## config.mk

```make
export PLATFORM = sky130hd
export DESIGN_NAME = seg_scan_decoder
export DESIGN_NICKNAME = d
export VERILOG_FILES = /design/src/rtl/seg_scan_decoder.sv
export SDC_FILE = /design/constraint.sdc
export NUM_CORES = 1
export LEC_CHECK = 0
export CAP_MARGIN = 10
export CORE_UTILIZATION = 55
export CTS_BUF_LIST = sky130_fd_sc_hd__clkbuf_4 sky130_fd_sc_hd__clkbuf_8
export CTS_CLUSTER_DIAMETER = 60
export DETAILED_ROUTE_END_ITERATION = 7
export DONT_BUFFER_PORTS = 1
export PLACE_DENSITY = 0.73
export SYNTH_ARGS = -nofsm -noshare
export SYNTH_HDL_FRONTEND = slang
export SYNTH_SLANG_ARGS = --single-unit
export TNS_END_PERCENT = 10
```

## constraint.sdc

```tcl
create_clock -name clk -period 4.1 [get_ports clk]
set_input_delay 0.82 -clock clk [delete_from_list [all_inputs] [get_ports clk]]
set_output_delay 0.82 -clock clk [all_outputs]
set_load 0.02 [all_outputs]
```

## src/rtl/seg_scan_decoder.sv

```systemverilog
// Decodes a multiplexed 4-digit 7-segment scan bus back to packed BCD.
// The value is published once STABLE_FRAMES identical error-free frames are seen in a row.
module seg_scan_decoder #(
  parameter int STABLE_FRAMES = 2
) (
  input  logic        clk,
  input  logic        rst_n,
  input  logic [6:0]  seg_in,
  input  logic [3:0]  dig_sel,
  input  logic        seg_stb,
  output logic [15:0] num,
  output logic        num_valid,
  output logic        code_err,
  output logic        sel_err,
  output logic        frame_err
);

  localparam logic [3:0] SF = 4'(STABLE_FRAMES);

  logic        sel_ok;
  logic        s1_vld;
  logic [6:0]  s1_seg;
  logic [3:0]  s1_sel;

  logic [3:0]  seen;
  logic        ferr;
  logic [15:0] fbuf;
  logic [3:0]  cnt;
  logic [15:0] prev;
  logic        prev_ok;

  logic [3:0]  dec_dig;
  logic        dec_bad;
  logic        restart;
  logic [3:0]  seen_nxt;
  logic        ferr_nxt;
  logic [15:0] frame;
  logic        complete;
  logic        same;
  logic [3:0]  cnt_nxt;
  logic        publish;

  assign sel_ok = (dig_sel != 4'd0) && ((dig_sel & (dig_sel - 4'd1)) == 4'd0);

  // Stage 1: capture the strobed sample, rejecting non-one-hot selects.
  always_ff @(posedge clk or negedge rst_n) begin
    if (!rst_n) begin
      s1_vld  <= 1'b0;
      s1_seg  <= 7'd0;
      s1_sel  <= 4'd0;
      sel_err <= 1'b0;
    end else begin
      s1_vld  <= seg_stb & sel_ok;
      sel_err <= seg_stb & ~sel_ok;
      if (seg_stb && sel_ok) begin
        s1_seg <= seg_in;
        s1_sel <= dig_sel;
      end
    end
  end

  always_comb begin
    dec_bad = 1'b0;
    case (s1_seg)
      7'h7E:   dec_dig = 4'd0;
      7'h30:   dec_dig = 4'd1;
      7'h6D:   dec_dig = 4'd2;
      7'h79:   dec_dig = 4'd3;
      7'h33:   dec_dig = 4'd4;
      7'h5B:   dec_dig = 4'd5;
      7'h5F:   dec_dig = 4'd6;
      7'h70:   dec_dig = 4'd7;
      7'h7F:   dec_dig = 4'd8;
      7'h7B:   dec_dig = 4'd9;
      default: begin
        dec_dig = 4'hF;
        dec_bad = 1'b1;
      end
    endcase
  end

  // A sample landing on an already-filled slot starts a fresh frame with itself.
  always_comb begin
    restart  = |(seen & s1_sel);
    seen_nxt = (restart ? 4'd0 : seen) | s1_sel;
    ferr_nxt = (restart ? 1'b0 : ferr) | dec_bad;
    for (int i = 0; i < 4; i++) begin
      frame[4*i +: 4] = s1_sel[i] ? dec_dig : fbuf[4*i +: 4];
    end
    complete = s1_vld && (seen_nxt == 4'hF);
    same     = prev_ok && (frame == prev);
    cnt_nxt  = 4'd1;
    if (same) begin
      cnt_nxt = (cnt < SF) ? cnt + 4'd1 : cnt;
    end
    publish  = complete && !ferr_nxt && (cnt_nxt == SF) && (!same || (cnt < SF));
  end

  // Stage 2: frame assembly and stability evaluation.
  always_ff @(posedge clk or negedge rst_n) begin
    if (!rst_n) begin
      seen      <= 4'd0;
      ferr      <= 1'b0;
      fbuf      <= 16'd0;
      cnt       <= 4'd0;
      prev      <= 16'd0;
      prev_ok   <= 1'b0;
      num       <= 16'd0;
      num_valid <= 1'b0;
      code_err  <= 1'b0;
      frame_err <= 1'b0;
    end else begin
      code_err  <= s1_vld & dec_bad;
      frame_err <= complete & ferr_nxt;
      num_valid <= publish;
      if (s1_vld) begin
        fbuf <= frame;
        if (complete) begin
          seen <= 4'd0;
          ferr <= 1'b0;
        end else begin
          seen <= seen_nxt;
          ferr <= ferr_nxt;
        end
      end
      if (complete) begin
        if (ferr_nxt) begin
          cnt     <= 4'd0;
          prev_ok <= 1'b0;
        end else begin
          cnt     <= cnt_nxt;
          prev    <= frame;
          prev_ok <= 1'b1;
        end
      end
      if (publish) begin
        num <= frame;
      end
    end
  end

endmodule

```

==> reports/summary.txt <==
final setup fails - 0
CTS tree - yes
Syn. warnings - 0
Tot GR Track Use - 0.2836
Die Ht - 87.24 um
DP HPWL - 6803 um
Pleak - 1.838 nW
initial DRC count - 323
DR pass1 iterations - 5
Post-Place Cell Area - 0.004064 mm^2
clk_skew - 11.74 ps
max cap viols - 0
CP Capture Type - register
Seq/Total Area, Yosys - 0.4634
Syn Std Cell Area - 0.003996 mm^2
adder-cell share of the synthesized area - 0.003131
simple-gate share of the synthesized area - 0.1838
Synth cell types - 66
Period minus WS final - 3742 ps
Post-Syn Instances - 436
crit share post-route - 0.9127
die width - 87.24 um
Placed Cells - 518
IO Port Bufs - 0
clock latency on the worst-skew pair - 360 ps
Synth Area per Inst - 9.166 um^2
Post-CTS Hold Buffers - 0
row count - 30
crit path kind - reg2reg
largest net degree at the start of global routing - 75
most common cell after layout, fill and taps aside - nand2_1
Req. time, crit path - 4380 ps
FILL cells - 643
Max Freq - 267.2 MHz
CTS buffer count - 9
max-slew violation count - 0
Via Count - 3328
VDD IR max - 0.2828 mV
worst-margin pin slew - 916.5 ps
slowest cell on the critical path - or4b_1
Post-CTS Setup Bufs - 0
Final Instance Count excl. Fillers - 534
Final Cell Area - 0.004273 mm^2
Area growth, synth to finish - 6.919%
Initial Utilization - 0.5786
post-cts repair resize count - 0
hold violation total from the final report - 0
antenna violations before repair - 0
Syn Nets - 451
highest-count cells in the layout ignoring fill and taps - nand2_1, dfrtp_1, o21ai_0
drt drc - 0
# nets final - 448
vias per inst - 6.232
Core Region - 0.006907 mm^2
status - complete, no violations
complex-gate fraction of the synthesized area - 0.2076
RSZ-0062 raised after global routing - false
# IOs - 34
largest family of logic cells by synthesized area - compound AO/OA/AOI/OAI gates
setup TNS - 0 ps
Routed wire per std cell - 18.33 um
hold crit path type - in2async
mux contribution to synthesized area - 0.06011
xor and xnor fraction of the mapped netlist area - 0.03507
layout cells sized above 1 - 0.09361
Final Wtd Congestion - 0.9895
first-pass GRT wire length - 16220 um
number of inserted diodes - 0
P per Cell Area - 522.3 mW/mm^2
Register Area - 0.001852 mm^2
Critical Path Start Type - register
remaining global-route overflow - 0
CTS H-tree lvls - 3
worst-path fanout max - 12
slowest cell delay on critical path - 700 ps
clk sinks - 74
Max clock buf depth - 2
post-synthesis register bit count - 74
Multi-input gate area - 0.001957 mm^2
clock slew at the register clock pins of the worst setup and hold paths - 90 ps
final antenna-violating net count - 0
number of enable flip-flop cells after synthesis - 0
clk root buf - clkbuf_8
Die Footprint - 0.007611 mm^2
Post-Route WL - 9787 um
asr flop ratio synth - 1.000
Cell Chain, Critical Path - a222oi_1, a21boi_2, a21oi_1, or4b_1, nor3_2, nand4_1, a2111oi_4, buf_4, mux2i_1
crit path DAT - 4020 ps
Top FF cell, synth - dfrtp_1
number of global-route vias before repair - 3142
Rel. slew slack - 0.3875
## stage by stage
step	worst slack [ps]	hold slack, ps	util	total power [mW]
floorplan	1079	438.8	-	1.479
global placement	638.0	469.2	0.5884	1.612
detailed placement	400.5	475.9	0.5884	1.630
CTS	371.2	135.7	0.6187	2.232
global route	134.6	124.4	0.6187	2.371
finish	358.1	156.5	0.6187	2.232
## logic make-up after synthesis
| kind of cell | Yosys count |
|---|---|
| flops | 74 |
| compound gates | 120 |
| xor+xnor | 16 |
| simple gates | 159 |
| buf+inv | 43 |
| fa+ha+maj | 1 |
| mux | 23 |
## final cells by class
| type | count | share of cell area |
|---|---|---|
| clock inverters | 6 | 0.01669 |
| repair buffers | 7 | 0.01230 |
| clock buffers | 10 | 0.03221 |
| inverters | 22 | 0.01933 |
| flip-flops and latches | 74 | 0.4334 |
| well taps | 96 | 0.02811 |
| multi-input cells | 319 | 0.4580 |
## per-layer routing
| layer | vias to the layer above | global-route usage | part of all wire |
|---|---|---|---|
| met3 | 41 | 0.06445 | 0.061 |
| met2 | 146 | 0.4524 | 0.45 |
| met4 | 0 | 0.1341 | 0.043 |
| li1 | 1548 | - | - |
| met5 | - | 0 | 0 |
| met1 | 1593 | 0.3661 | 0.44 |
## cell usage after synthesis, types with 4 or more instances
cell,instances,area (um^2)
and3_1,5,31.28
a21oi_1,17,85.08
mux2i_1,15,150.1
nand2_1,86,322.8
dfrtp_1,74,1852
a31oi_1,4,25.02
nor2_1,28,105.1
nand3_1,6,30.03
buf_2,6,30.03
o2111ai_1,4,35.03
xnor2_1,13,113.9
a22oi_1,5,37.54
nor3_1,7,35.03
inv_1,21,78.83
mux2_2,8,90.09
clkbuf_1,9,33.78
nor2b_1,4,25.02
o21ai_0,46,230.2
## state kept, by name, indices dropped and copies added, names as in the netlist
name       count
num_valid      1
frame_err      1
sel_err        1
ferr           1
code_err       1
s1_seg         7
s1_vld         1
seen           4
s1_sel         4
prev_ok        1
num           16
fbuf          16
prev          16
cnt            4
## report_power, final
part / switching [mW] / internal, mW
Combinational: 0.345 / 0.253
Sequential: 0.171 / 0.867
Clock: 0.293 / 0.303
## final timing paths
path,from,to,slack (ps),cells after the start
max,s1_sel[3],num[13],360,9
min in group clk,fbuf[7],fbuf[7],490,2
max reg2reg,s1_sel[3],num[13],360,9
min reg2reg,fbuf[7],fbuf[7],490,2
max in group asynchronous,rst_n,cnt[0],3810,0
min,rst_n,prev[1],160,0
## worst max-delay path: cells and delay by family (launching register included)
family,cells,cell delay [ps]
AO/OA/AOI/OAI,4,1450
AND/OR/NAND/NOR,3,1150
multiplexers,1,220
flip-flops,1,560
buffers and inverters,1,280
No activity file was read; power rests on OpenSTA's default activity.
